### config.mk
export PLATFORM = sky130hd
export DESIGN_NAME = pc_next_ctrl_flat
export DESIGN_NICKNAME = d
export VERILOG_FILES = /design/src/rtl/pc_ctrl_pkg.sv /design/src/rtl/pc_next_ctrl_if.sv /design/src/rtl/pc_target_calc.sv /design/src/rtl/pc_next_ctrl.sv /design/src/flat_wrapper.sv
export SDC_FILE = /design/constraint.sdc
export NUM_CORES = 1
export LEC_CHECK = 0
export BUFFER_PORTS_ARGS = -buffer_cell sky130_fd_sc_hd__buf_2
export CAP_MARGIN = 5
export CELL_PAD_IN_SITES_DETAIL_PLACEMENT = 0
export CELL_PAD_IN_SITES_GLOBAL_PLACEMENT = 1
export CORE_ASPECT_RATIO = 1.25
export CORE_MARGIN = 4
export CORE_UTILIZATION = 43
export DETAILED_ROUTE_END_ITERATION = 16
export PLACE_DENSITY_LB_ADDON = 0.1
export SLEW_MARGIN = 20
export SYNTH_ARGS = -nofsm -noshare
export SYNTH_HDL_FRONTEND = slang
export SYNTH_SLANG_ARGS = --single-unit
### constraint.sdc
create_clock -name Clk -period 3.2 [get_ports Clk]
set_input_delay 0.32 -clock Clk [delete_from_list [all_inputs] [get_ports Clk]]
set_output_delay 0.32 -clock Clk [all_outputs]
set_load 0.03 [all_outputs]
### src/rtl/pc_ctrl_pkg.sv
// Shared types for the program-counter next-address controller:
// FSM state encoding, target-select encoding and the target priority rule.
package pc_ctrl_pkg;

   localparam int PC_WIDTH_DEFAULT = 5;

   typedef enum logic [2:0] {
      ST_IDLE   = 3'd0,
      ST_FETCH  = 3'd1,
      ST_DECODE = 3'd2,
      ST_EXEC   = 3'd3,
      ST_UPDATE = 3'd4,
      ST_HALT   = 3'd5
   } pc_state_e;

   typedef enum logic [1:0] {
      SEL_INC    = 2'd0,
      SEL_BRANCH = 2'd1,
      SEL_JUMP   = 2'd2
   } tgt_sel_e;

   // Jump outranks a taken branch; anything else is a plain increment.
   function automatic tgt_sel_e select_target(input logic jump, input logic branch_taken);
      if (jump) begin
         return SEL_JUMP;
      end else if (branch_taken) begin
         return SEL_BRANCH;
      end
      return SEL_INC;
   endfunction

endpackage

### src/rtl/pc_next_ctrl_if.sv
// Bundle between the next-address controller (master) and the ProgramCounter
// plus instruction-side request sources (slave).
interface pc_next_ctrl_if #(
   parameter int PC_WIDTH = pc_ctrl_pkg::PC_WIDTH_DEFAULT
);
   // PCWrite is a one-cycle write strobe with no back-pressure: the ProgramCounter
   // commits PCNext on every rising edge that ends a cycle with PCWrite=1, and
   // PCResult is expected to reflect that commit from the next cycle onward.
   logic                Start;
   logic                Stop;
   logic                Stall;
   logic [PC_WIDTH-1:0] PCResult;
   logic                JumpReq;
   logic [PC_WIDTH-1:0] JumpTarget;
   logic                BranchReq;
   logic                BranchTaken;
   logic [PC_WIDTH-1:0] BranchOffset;
   logic [PC_WIDTH-1:0] PCNext;
   logic                PCWrite;
   logic                Busy;
   logic                Halted;
   logic [2:0]          State;

   modport master (
      input  Start, Stop, Stall, PCResult,
      input  JumpReq, JumpTarget, BranchReq, BranchTaken, BranchOffset,
      output PCNext, PCWrite, Busy, Halted, State
   );

   modport slave (
      output Start, Stop, Stall, PCResult,
      output JumpReq, JumpTarget, BranchReq, BranchTaken, BranchOffset,
      input  PCNext, PCWrite, Busy, Halted, State
   );

endinterface

### src/rtl/pc_target_calc.sv
// Combinational next-address calculation from the committed PC and the
// requests latched in DECODE; also flags a jump onto the current PC.
module pc_target_calc
   import pc_ctrl_pkg::*;
#(
   parameter int PC_WIDTH = PC_WIDTH_DEFAULT
) (
   input  logic [PC_WIDTH-1:0] pc_result_i,
   input  logic                jump_i,
   input  logic [PC_WIDTH-1:0] jump_target_i,
   input  logic                branch_taken_i,
   input  logic [PC_WIDTH-1:0] branch_offset_i,
   output logic [PC_WIDTH-1:0] target_o,
   output logic                self_jump_o
);

   tgt_sel_e            sel;
   logic [PC_WIDTH-1:0] pc_inc;

   // Sums are PC_WIDTH wide so they wrap modulo 2^PC_WIDTH by construction.
   assign pc_inc = pc_result_i + PC_WIDTH'(1);

   always_comb begin
      sel      = select_target(jump_i, branch_taken_i);
      target_o = pc_inc;
      unique case (sel)
         SEL_JUMP:   target_o = jump_target_i;
         SEL_BRANCH: target_o = pc_inc + branch_offset_i;
         default:    target_o = pc_inc;
      endcase
   end

   assign self_jump_o = jump_i && (jump_target_i == pc_result_i);

endmodule

### src/rtl/pc_next_ctrl.sv
// Four-phase instruction sequencer that computes and writes the next PC,
// with stall, stop-to-idle and halt-on-self-jump.
module pc_next_ctrl
   import pc_ctrl_pkg::*;
#(
   parameter int                  PC_WIDTH = PC_WIDTH_DEFAULT,
   parameter logic [PC_WIDTH-1:0] RESET_PC = '0
) (
   input  logic          Clk,
   input  logic          Reset,
   pc_next_ctrl_if.master bus
);

   pc_state_e           state_q, state_d;
   logic [PC_WIDTH-1:0] pc_next_q, pc_next_d;
   logic                pc_write_q, pc_write_d;
   logic                jump_q, jump_d;
   logic [PC_WIDTH-1:0] jump_tgt_q, jump_tgt_d;
   logic                br_taken_q, br_taken_d;
   logic [PC_WIDTH-1:0] br_off_q, br_off_d;
   logic                self_jump_q, self_jump_d;

   logic [PC_WIDTH-1:0] target;
   logic                self_jump;
   logic                advance;

   assign advance = !bus.Stall;

   pc_target_calc #(
      .PC_WIDTH (PC_WIDTH)
   ) u_target_calc (
      .pc_result_i     (bus.PCResult),
      .jump_i          (jump_q),
      .jump_target_i   (jump_tgt_q),
      .branch_taken_i  (br_taken_q),
      .branch_offset_i (br_off_q),
      .target_o        (target),
      .self_jump_o     (self_jump)
   );

   always_ff @(posedge Clk or negedge Reset) begin
      if (!Reset) begin
         state_q <= ST_IDLE;
      end else begin
         state_q <= state_d;
      end
   end

   always_comb begin
      state_d = state_q;
      unique case (state_q)
         ST_IDLE:   if (bus.Start) state_d = ST_FETCH;
         ST_FETCH:  if (advance) state_d = ST_DECODE;
         ST_DECODE: if (advance) state_d = ST_EXEC;
         ST_EXEC:   if (advance) state_d = ST_UPDATE;
         ST_UPDATE: begin
            // Exit decisions wait for a non-stalled cycle, so Stop is re-sampled then.
            if (advance) begin
               if (self_jump_q) begin
                  state_d = ST_HALT;
               end else if (bus.Stop) begin
                  state_d = ST_IDLE;
               end else begin
                  state_d = ST_FETCH;
               end
            end
         end
         ST_HALT:   state_d = ST_HALT;
         default:   state_d = ST_IDLE;
      endcase
   end

   always_comb begin
      bus.State  = state_q;
      bus.PCNext = pc_next_q;
      bus.Busy   = (state_q == ST_FETCH) || (state_q == ST_DECODE) ||
                   (state_q == ST_EXEC)  || (state_q == ST_UPDATE);
      bus.Halted = (state_q == ST_HALT);
      // A stalled UPDATE cycle must not commit; the strobe reappears once Stall drops.
      bus.PCWrite = pc_write_q && (state_q == ST_UPDATE) && !bus.Stall;
   end

   always_comb begin
      pc_next_d   = pc_next_q;
      pc_write_d  = pc_write_q;
      jump_d      = jump_q;
      jump_tgt_d  = jump_tgt_q;
      br_taken_d  = br_taken_q;
      br_off_d    = br_off_q;
      self_jump_d = self_jump_q;
      unique case (state_q)
         ST_DECODE: begin
            if (advance) begin
               jump_d     = bus.JumpReq;
               jump_tgt_d = bus.JumpTarget;
               br_taken_d = bus.BranchReq && bus.BranchTaken;
               br_off_d   = bus.BranchOffset;
            end
         end
         ST_EXEC: begin
            if (advance) begin
               pc_next_d   = target;
               self_jump_d = self_jump;
               pc_write_d  = 1'b1;
            end
         end
         ST_UPDATE: begin
            if (advance) pc_write_d = 1'b0;
         end
         default: begin
            pc_write_d = 1'b0;
         end
      endcase
   end

   always_ff @(posedge Clk or negedge Reset) begin
      if (!Reset) begin
         pc_next_q   <= RESET_PC;
         pc_write_q  <= 1'b0;
         jump_q      <= 1'b0;
         jump_tgt_q  <= '0;
         br_taken_q  <= 1'b0;
         br_off_q    <= '0;
         self_jump_q <= 1'b0;
      end else begin
         pc_next_q   <= pc_next_d;
         pc_write_q  <= pc_write_d;
         jump_q      <= jump_d;
         jump_tgt_q  <= jump_tgt_d;
         br_taken_q  <= br_taken_d;
         br_off_q    <= br_off_d;
         self_jump_q <= self_jump_d;
      end
   end

endmodule

### src/flat_wrapper.sv
// flat-port wrapper written by rule: the top's interface ports become plain ports
module pc_next_ctrl_flat import pc_ctrl_pkg::*;
#(
   parameter int                  PC_WIDTH = PC_WIDTH_DEFAULT,
   parameter logic [PC_WIDTH-1:0] RESET_PC = '0
)
  (Clk, Reset, bus_Start, bus_Stop, bus_Stall, bus_PCResult, bus_JumpReq, bus_JumpTarget, bus_BranchReq, bus_BranchTaken, bus_BranchOffset, bus_PCNext, bus_PCWrite, bus_Busy, bus_Halted, bus_State);
  pc_next_ctrl_if #(.PC_WIDTH(PC_WIDTH)) bus_i ();
  input  logic Clk;
  input  logic Reset;
  input wire logic [$bits(bus_i.Start)-1:0] bus_Start;
  input wire logic [$bits(bus_i.Stop)-1:0] bus_Stop;
  input wire logic [$bits(bus_i.Stall)-1:0] bus_Stall;
  input wire logic [$bits(bus_i.PCResult)-1:0] bus_PCResult;
  input wire logic [$bits(bus_i.JumpReq)-1:0] bus_JumpReq;
  input wire logic [$bits(bus_i.JumpTarget)-1:0] bus_JumpTarget;
  input wire logic [$bits(bus_i.BranchReq)-1:0] bus_BranchReq;
  input wire logic [$bits(bus_i.BranchTaken)-1:0] bus_BranchTaken;
  input wire logic [$bits(bus_i.BranchOffset)-1:0] bus_BranchOffset;
  output wire logic [$bits(bus_i.PCNext)-1:0] bus_PCNext;
  output wire logic [$bits(bus_i.PCWrite)-1:0] bus_PCWrite;
  output wire logic [$bits(bus_i.Busy)-1:0] bus_Busy;
  output wire logic [$bits(bus_i.Halted)-1:0] bus_Halted;
  output wire logic [$bits(bus_i.State)-1:0] bus_State;
  assign bus_i.Start = bus_Start;
  assign bus_i.Stop = bus_Stop;
  assign bus_i.Stall = bus_Stall;
  assign bus_i.PCResult = bus_PCResult;
  assign bus_i.JumpReq = bus_JumpReq;
  assign bus_i.JumpTarget = bus_JumpTarget;
  assign bus_i.BranchReq = bus_BranchReq;
  assign bus_i.BranchTaken = bus_BranchTaken;
  assign bus_i.BranchOffset = bus_BranchOffset;
  assign bus_PCNext = bus_i.PCNext;
  assign bus_PCWrite = bus_i.PCWrite;
  assign bus_Busy = bus_i.Busy;
  assign bus_Halted = bus_i.Halted;
  assign bus_State = bus_i.State;
  pc_next_ctrl #(.PC_WIDTH(PC_WIDTH), .RESET_PC(RESET_PC)) u_core (.Clk(Clk), .Reset(Reset), .bus(bus_i));
endmodule
==> reports/metrics.yaml, run 1 <==
power_frac_seq_pct: 37.9
period_minus_slack_ns: 1.89
postCtsSetupBuffers: 0
initial_utilization_pct: 45.1
synth_top_area_share_pct: 41.1
grt_pass1_wl_um: 5000
cts_buffers: 3
vias_per_cell: 5.26
relSlewSlack_pct: 57.3
syn-instance-count: 134
final_nets: 195
p_clk_share_pct: 14.8
status: "completed"
maxCapViolCount: 0
routed_wl_um: 2850
yosys_register_bits: 22
wire_per_inst_um: 14.2
die_y_um: 70.4
drt_pass1_iterations: 4
fin_area_mm2: 0.00156
tns_ns: 0
ys_seq_area_share_pct: 41.1
required_ns: 3.42
synth_top_area_cell: "dfrtp_1"
worstMarginPinSlew_ns: 0.639
rsz0062_at_grt: "false"
avgSynthCellArea_um2: 10.0
grt_pass1_vias: 1145
syn_nets: 163
end_kind: "flip-flop"
placed_cell_area_mm2: 0.00150
clock_latency_ns: 0.31
p_switching_uw: 641
port_buffers: 33
fin_ws_ns: 1.31
switching_share_pct: 43.5
netlist_area_mm2: 0.00134
drv_slew: 0
synth_warnings: 0
grt_use_total_pct: 15.7
hold_path.class: "in2reg"
vias: 1058
grt_start_max_net_pins: 23
gp_congestion: 0.821
setup_viol: 0
max_freq_mhz: 530
std_cell_rows: 22
die-area_mm2: 0.00408
grt_overflow_total: 0
crit_arrival_ns: 2.10
dp_cells: 196
clockBufferDepth: 2
path_class: "reg2reg"
core_area_mm2: 0.00297
yosys.cell_types.count: 38
internal_power_uw: 833
hold_viol_final: 0
drt-initial-drc-count: 24
combPwrFrac_pct: 47.4
antenna_cells: 0
peakVddDrop_mv: 0.487
clock-sinks: 22
fill_cells: 292
drive_above_1_share_pct: 27.3
drc: 0
antenna_left: 0
p_leak_nw: 0.755
pin_count: 34
ctsHtreeMaxLevel: 1
pwr_density_cell_mw_per_mm2: 943
cts_root_buf: "clkbuf_4"
layoutNonFillerInstCount: 201
antenna_found_initial: 0
layout_worst_path_cycle_share_pct: 59.0
cp_max_fo: 2
areaGrowthSynthToFinish_pct: 16.6
critPathLaunchType: "flip-flop"
place_ws_ns: 0.979
synth_area_leaders: "dfrtp_1 41%, ha_1 4.7%, xnor2_1 4.6%"
dp_hpwl_um: 2250
cts_tree: "done"
skew_ns: 0.00560
fp.dieW_um: 57.9
clk_pin_slew_ns: 0.13
-- cells by family (layout without fill, tap and decap cells) --
logic type                 after synthesis  in the layout  share of synthesized area (%)
AOI/OAI and AO/OA                       30             30                           13.8
xor gates and xnor gates                12             12                           7.84
adders and majority gates                6              6                           6.16
buffers and inverters                   17             48                           6.54
DFF                                     22             22                           41.1
muxes                                   11             11                           9.06
and+or+nand+nor                         36             36                           15.5
-- synthesized netlist by cell type --
cell type   n
xor2_1      5
nor4_4      1
a21o_1      3
a211o_1     1
nor3_4      1
and2b_1     1
ha_1        5
nand3_1     3
nor2b_1     1
o31ai_1     1
o21ai_0    11
buf_2       1
mux2_2      5
nand2b_1    2
nand4_1     1
nor2_1      9
mux2_1      4
nand2b_4    1
a21oi_1     7
xnor2_1     7
inv_1      10
o32ai_1     1
nor3b_1     1
nand4bb_1   1
and2_1      1
buf_6       2
o211a_1     1
fa_1        1
clkbuf_1    2
o31a_1      1
nand2_1    12
dfrtp_1    22
nor3_1      1
mux2i_1     2
buf_4       2
o22ai_1     1
o211ai_1    2
a211oi_1    1
-- registers in the layout, summed over array words and instances (netlist names) --
signal / flops
u_core.br_off_q: 5
u_core.bus.PCNext: 5
u_core.jump_tgt_q: 5
u_core.bus.State: 3
u_core.br_taken_q: 1
u_core.jump_q: 1
u_core.pc_write_q: 1
u_core.self_jump_q: 1
-- per-stage QoR --
| stage | hold WS (ns) | power (mW) | util (%) |
|---|---|---|---|
| 2_1_floorplan | 0.0244 | 1.10 | - |
| 3_3_place_gp | 0.319 | 1.26 | 50.5 |
| 3_5_place_dp | 0.327 | 1.27 | 50.5 |
| 4_1_cts | 0.186 | 1.49 | 52.6 |
| 5_1_grt | 0.198 | 1.60 | 52.6 |
| 6_report | 0.199 | 1.47 | 52.6 |
-- cell usage in the layout, fill, tap and decap left out, types with 2 or more instances in the layout --
cell type / Yosys / layout
a21o_1: 3 / 3
ha_1: 5 / 5
a21oi_1: 7 / 7
buf_2: 1 / 33
nand3_1: 3 / 3
clkbuf_4: 0 / 3
xnor2_1: 7 / 7
mux2_2: 5 / 5
o21ai_0: 11 / 11
mux2_1: 4 / 4
nor2_1: 9 / 9
nand2b_1: 2 / 2
mux2i_1: 2 / 2
o211ai_1: 2 / 2
inv_1: 10 / 10
dfrtp_1: 22 / 22
xor2_1: 5 / 5
nand2_1: 12 / 12
-- power by group through the flow --
stage | combinational [mW] | clock [mW] | sequential (mW)
after global routing | 0.778 | 0.237 | 0.584
after global placement | 0.696 | 0 | 0.561
after CTS | 0.708 | 0.224 | 0.559
after detailed placement | 0.705 | 0 | 0.566
after floorplan | 0.508 | 0 | 0.591
final | 0.698 | 0.218 | 0.558
-- area by class of cell --
cell class	instances	area [µm²]	area share [%]
Inverter	10	37.5	2.40
Timing Repair Buffer	34	175	11.2
Tap cell	36	45.0	2.88
Sequential cell	22	551	35.2
Multi-Input combinational cell	95	702	44.9
Clock buffer	3	22.5	1.44
Clock inverter	1	30.0	1.92
-- layer usage --
layer  GRT usage, %  vias to the layer above  wire length, µm
met4           5.67                        0               29
li1               -                      521                -
met2           27.9                       28             1450
met5              0                        -                0
met3           2.40                        4              149
met1           18.6                      505             1220
-- what timing repair did --
item | in CTS | in global routing
endpoints found under the hold margin | 22 | 0
gates resized for setup | 0 | 0
hold buffers | 1 | 0
-- worst paths after layout --
path	depth (start not counted)	slack, ns	to	start
max in group asynchronous	2	2.38	u_core.br_off_q[4]	Reset
worst max register to register	8	1.31	u_core.bus.PCNext[4]	u_core.br_off_q[0]
min in group asynchronous	2	0.48	u_core.bus.PCNext[0]	Reset
worst max-delay path	8	1.31	u_core.bus.PCNext[4]	u_core.br_off_q[0]
worst min register to register	1	0.49	u_core.bus.PCNext[2]	u_core.bus.PCNext[2]
worst min-delay path	3	0.20	u_core.br_off_q[1]	bus_BranchOffset[1]
-- worst max-delay path, cell delays in order (launching register included) --
cell and delay [ns]:
dfrtp_1 0.37, ha_1 0.17, inv_1 0.06, fa_1 0.39, nand2b_1 0.16, a21oi_1 0.16, mux2i_1 0.23, mux2i_1 0.20
nor2_1 0.06
Note: power is estimated with default switching activity, not from simulation.
==> run 2: changes to the inputs <==
--- a/config.mk
+++ b/config.mk
@@ -11,7 +11,7 @@
 export CELL_PAD_IN_SITES_GLOBAL_PLACEMENT = 1
 export CORE_ASPECT_RATIO = 1.25
 export CORE_MARGIN = 4
-export CORE_UTILIZATION = 43
+export CORE_UTILIZATION = 39
 export DETAILED_ROUTE_END_ITERATION = 16
 export PLACE_DENSITY_LB_ADDON = 0.1
 export SLEW_MARGIN = 20
==> constraint.sdc (replaced) <==
create_clock -name Clk -period 1.8 [get_ports Clk]
set_input_delay 0.18 -clock Clk [delete_from_list [all_inputs] [get_ports Clk]]
set_output_delay 0.18 -clock Clk [all_outputs]
set_load 0.03 [all_outputs]
==> reports/metrics.yaml, run 2 (synthesized netlist as in run 1, its figures left out) <==
status: "finished, violations left"
violations: "setup timing"
end_kind: "flip-flop"
critPathLaunchType: "flip-flop"
drt-initial-drc-count: 44  # +83%
dp_cells: 210  # +7.1%
vias: 1097  # +3.7%
cts_buffers: 3  # unchanged
clockBufferDepth: 2  # unchanged
tns_ns: -0.0807  # -0.0807 ns
ctsHtreeMaxLevel: 1  # unchanged
wire_per_inst_um: 14.5  # +2.6%
peakVddDrop_mv: 0.897  # +84%
grt_pass1_wl_um: 5250  # +5.1%
clock-sinks: 22  # unchanged
routed_wl_um: 3130  # +9.8%
initial_utilization_pct: 41.2  # -3.9 points
antenna_cells: 0  # unchanged
fill_cells: 303  # +3.8%
critPathTopFamily: "adder cells"
cp.buffers_inverters: 1  # unchanged
pin_count: 34  # unchanged
maxCapViolCount: 0  # unchanged
rsz0062_at_grt: "true"
path_cells: "ha_2 -> inv_2 -> fa_2 -> nand2b_4 -> a21oi_2 -> mux2i_1 -> mux2i_1 -> nor2_1"
mostFrequentLayoutCell: "buf_2"
fin_ws_ns: -0.0480  # -1.36 ns
fin_area_mm2: 0.00168  # +7.4%
layoutNonFillerInstCount: 215  # +7.0%
pwr_density_cell_mw_per_mm2: 1630  # +73%
dp_hpwl_um: 2480  # +10%
path_class: "reg2reg"
die-area_mm2: 0.00444  # +8.9%
gp_congestion: 0.907  # +10%
layout_worst_path_cycle_share_pct: 103  # +44 points
clock_latency_ns: 0.26  # -0.05 ns
vias_per_cell: 5.10  # -3.1%
crit_arrival_ns: 2.00  # -0.10 ns
die_y_um: 73.5  # +4.4%
std_cell_rows: 23  # +4.5%
core_area_mm2: 0.00325  # +9.4%
highest_layer: "met4"
hold_viol_final: 0  # unchanged
clk_pin_slew_ns: 0.08  # -0.05 ns
path_common_cell: "mux2i_1"
skew_ns: 0.00315  # -0.00245 ns
cts_tree: "done"
areaGrowthSynthToFinish_pct: 25.2
met2WireLength_um: 1690  # +17%
cp_max_fo: 2  # unchanged
drc: 0  # unchanged
worstMarginPinSlew_ns: 0.490  # -0.149 ns
grt_start_max_net_pins: 23  # unchanged
grt_use_total_pct: 15.6  # -0.15 points
placed_cell_area_mm2: 0.00160  # +6.8%
wl_met1_um: 1260  # +3.6%
cts_root_buf: "clkbuf_8"
setup_viol: 2  # +2
drive_above_1_share_pct: 35.4  # +8.1 points
grt_pass1_vias: 1174  # +2.5%
hold_path.class: "in2reg"
p_leak_nw: 0.824  # +9.2%
fp.dieW_um: 60.4  # +4.3%
port_buffers: 33  # unchanged
max_stage_delay_ns: 0.36  # -0.03 ns
drv_slew: 0  # unchanged
antenna_left: 0  # unchanged
required_ns: 1.95  # -1.47 ns
period_minus_slack_ns: 1.85  # -0.0396 ns
grt_overflow_total: 0  # unchanged
wl_met3_um: 147  # -1.3%
max_freq_mhz: 541  # +2.1%
final_nets: 209  # +7.2%
relSlewSlack_pct: 67.3  # +10 points
antenna_found_initial: 0  # unchanged
cpMaxStageDelayCell: "dfrtp_1"
layout_common_cells: "33 x buf_2, 22 x dfrtp_1, 13 x buf_4"
drt_pass1_iterations: 4  # unchanged
[run 2: layer usage]
layer | vias up | global-route usage (%)
met5 | - | 0
met1 | 518 | 17.8
li1 | 545 | -
met3 | 4 | 1.58
met2 | 30 | 29.8
met4 | 0 | 4.34
[run 2: cell type report]
type / count / area [µm²] / area share [%]
multi-input combinational: 95 / 718 / 42.8
sequential: 22 / 551 / 32.8
timing repair buffer: 48 / 284 / 16.9
tap: 37 / 46.3 / 2.76
clock buffer: 3 / 41.3 / 2.46
inverter: 10 / 37.5 / 2.24
[run 2: repair_timing]
action	CTS	global route
setup buffers	0	2
hold endpoints to repair	22	0
hold buffers	1	0
resized for setup	4	1
setup endpoints to repair	1	2
pin swaps	2	5
[run 2: through the flow]
step	utilization (%)	hold slack [ns]	setup slack (ns)	power [mW]
2_1_floorplan	-	-0.116	0.00988	1.96
3_3_place_gp	49.3	0.173	-0.154	2.37
3_5_place_dp	49.3	0.184	-0.204	2.40
4_1_cts	51.3	0.127	-0.0782	2.73
5_1_grt	51.6	0.125	-0.213	2.96
6_report	51.6	0.125	-0.0480	2.73
[run 2: worst paths after layout]
| path | cells after the start | end | startpoint | slack, ns |
|---|---|---|---|---|
| setup / recovery | 8 | u_core.bus.PCNext[4] | u_core.br_off_q[0] | -0.05 |
| hold / removal | 3 | u_core.br_off_q[1] | bus_BranchOffset[1] | 0.12 |
| setup reg to reg | 8 | u_core.bus.PCNext[4] | u_core.br_off_q[0] | -0.05 |
| hold reg to reg | 1 | u_core.bus.PCNext[2] | u_core.bus.PCNext[2] | 0.48 |
| max in group asynchronous | 2 | u_core.jump_tgt_q[1] | Reset | 1.05 |
| min in group asynchronous | 2 | u_core.br_off_q[3] | Reset | 0.42 |
[run 2: power breakdown]
| part | switching, mW | internal (mW) |
|---|---|---|
| clock | 0.151 | 0.149 |
| combinational | 0.825 | 0.658 |
| sequential | 0.217 | 0.731 |
[run 2: tightest hold or removal path: stages]
cell	delay, ns
buf_2	0.07
nand2_1	0.04
o21ai_0	0.06
==> run 3: changes to the inputs <==
--- a/config.mk
+++ b/config.mk
@@ -11,9 +11,10 @@
 export CELL_PAD_IN_SITES_GLOBAL_PLACEMENT = 1
 export CORE_ASPECT_RATIO = 1.25
 export CORE_MARGIN = 4
-export CORE_UTILIZATION = 39
+export CORE_UTILIZATION = 43
 export DETAILED_ROUTE_END_ITERATION = 16
 export PLACE_DENSITY_LB_ADDON = 0.1
+export SKIP_CTS_REPAIR_TIMING = 1
 export SLEW_MARGIN = 20
 export SYNTH_ARGS = -nofsm -noshare
 export SYNTH_HDL_FRONTEND = slang
==> constraint.sdc (replaced) <==
create_clock -name Clk -period 2.2 [get_ports Clk]
set_input_delay 0.22 -clock Clk [delete_from_list [all_inputs] [get_ports Clk]]
set_output_delay 0.22 -clock Clk [all_outputs]
set_load 0.03 [all_outputs]
==> reports/metrics.yaml, run 3 (synthesized netlist as in run 1, its figures left out) <==
grt_start_max_net_pins: 23  # unchanged
antenna_cells: 0  # unchanged
period_minus_slack_ns: 1.90  # +0.0546 ns
hold_path.class: "in2reg"
fp.dieW_um: 57.9  # -4.1%
grt_use_total_pct: 15.6  # about the same
place_ws_ns: 0.0896  # +0.294 ns
gp_congestion: 0.828  # -8.8%
hold_viol_final: 0  # unchanged
status: "completed"
mostFrequentLayoutCell: "buf_2"
cts_buffers: 3  # unchanged
fin_util_pct: 53.1  # +1.5 points
skew_ns: 0.00141  # -0.00174 ns
min_to: "u_core.br_off_q[1]"
antenna_found_initial: 0  # unchanged
cts_tree: "done"
grt_pass1_vias: 1125  # -4.2%
timing.rr.end: "u_core.bus.PCNext[4]"
drv_slew: 0  # unchanged
worstMarginPinSlew_ns: 0.514  # +0.0240 ns
cp_max_fo: 2  # unchanged
port_buffers: 33  # unchanged
fill_cells: 283  # -6.6%
min-delay-start: "bus_BranchOffset[1]"
end_kind: "flip-flop"
crit_start: "u_core.br_off_q[0]"
relSlewSlack_pct: 65.7  # -1.6 points
clockBufferDepth: 2  # unchanged
rsz0062_at_grt: "false"
clock-sinks: 22  # unchanged
std_cell_rows: 22  # -4.3%
drt_pass1_iterations: 4  # unchanged
ctsHtreeMaxLevel: 1  # unchanged
critPathLaunchType: "flip-flop"
grt_overflow_total: 0  # unchanged
path_class: "reg2reg"
crit_arrival_ns: 2.11  # +0.11 ns
clk_pin_slew_ns: 0.13  # +0.05 ns
setup_viol: 0  # -2
clock_latency_ns: 0.30  # +0.04 ns
vias_per_cell: 5.12  # +0.41%
power_mw: 2.16  # -21%
max_freq_mhz: 526  # -2.9%
layout_common_cells: "33 x buf_2, 22 x dfrtp_1, 12 x nand2_1"
die_y_um: 70.4  # -4.2%
layout_worst_path_cycle_share_pct: 86.5  # -16 points
die-area_mm2: 0.00408  # -8.2%
r2r_slack_ns: 0.30  # +0.35 ns
drt-initial-drc-count: 26  # -41%
grt_pass1_wl_um: 4970  # -5.4%
peakVddDrop_mv: 0.683  # -24%
dp_hpwl_um: 2260  # -8.8%
maxCapViolCount: 0  # unchanged
routed_wl_um: 2830  # -9.4%
drive_above_1_share_pct: 28.1  # -7.2 points
initial_utilization_pct: 45.1  # +3.9 points
tns_ns: 0  # +0.0807 ns
final_nets: 197  # -5.7%
p_leak_nw: 0.764  # -7.2%
pwr_density_cell_mw_per_mm2: 1370  # -16%
required_ns: 2.41  # +0.46 ns
core_area_mm2: 0.00297  # -8.6%
wire_per_inst_um: 14.0  # -4.1%
vias: 1040  # -5.2%
fin_ws_ns: 0.297  # +0.345 ns
areaGrowthSynthToFinish_pct: 17.7
r2r-start: "u_core.br_off_q[0]"
worstRegToRegCells: 8  # unchanged
antenna_left: 0  # unchanged
cts_root_buf: "clkbuf_4"
pin_count: 34  # unchanged
drc: 0  # unchanged
hold_depth: 3  # unchanged
run 3: cell type report:
class	count	area, µm²	area share (%)
Clock buffer	3	22.5	1.43
Clock inverter	1	30.0	1.90
Inverter	10	37.5	2.38
Multi-Input combinational cell	95	702	44.5
Sequential cell	22	551	34.9
Tap cell	36	45.0	2.85
Timing Repair Buffer	36	190	12.1
run 3: where the power goes:
group	leakage [nW]	internal (mW)	switching, mW	total [mW]
logic	0.465	0.443	0.589	1.03
registers	0.272	0.596	0.217	0.813
clock network	0.0279	0.184	0.126	0.310
run 3: worst max-delay path: stages, from the launching register on:
cell and delay [ns]:
dfrtp_1 0.38, ha_1 0.17, inv_1 0.06, fa_1 0.38
nand2b_1 0.15, a21oi_1 0.15, mux2i_1 0.24, mux2i_1 0.21
nor2_1 0.06
run 3: worst max path at each step:
stage | slack, ns | endpoint
global placement | 0.14 | u_core.bus.PCNext[4]
detailed placement | 0.09 | u_core.bus.PCNext[4]
CTS | 0.28 | u_core.bus.PCNext[4]
global route | 0.09 | u_core.bus.PCNext[4]
finish | 0.30 | u_core.bus.PCNext[4]
floorplan | 0.35 | u_core.bus.PCNext[4]
run 3: through the flow:
stage	area (µm²)	std cells	hold WS [ns]
2_1_floorplan	1340	134	-0.0756
3_3_place_gp	1520	198	0.214
3_5_place_dp	1520	198	0.223
4_1_cts	1570	202	-0.129
5_1_grt	1580	203	0.101
6_report	1580	203	0.109
run 3: layer usage:
metal	track usage [%]	vias to the layer above	routed length, µm
li1	-	526	-
met1	18.7	484	1230
met2	26.6	28	1420
met3	2.59	2	155
met4	6.70	0	24
met5	0	-	0
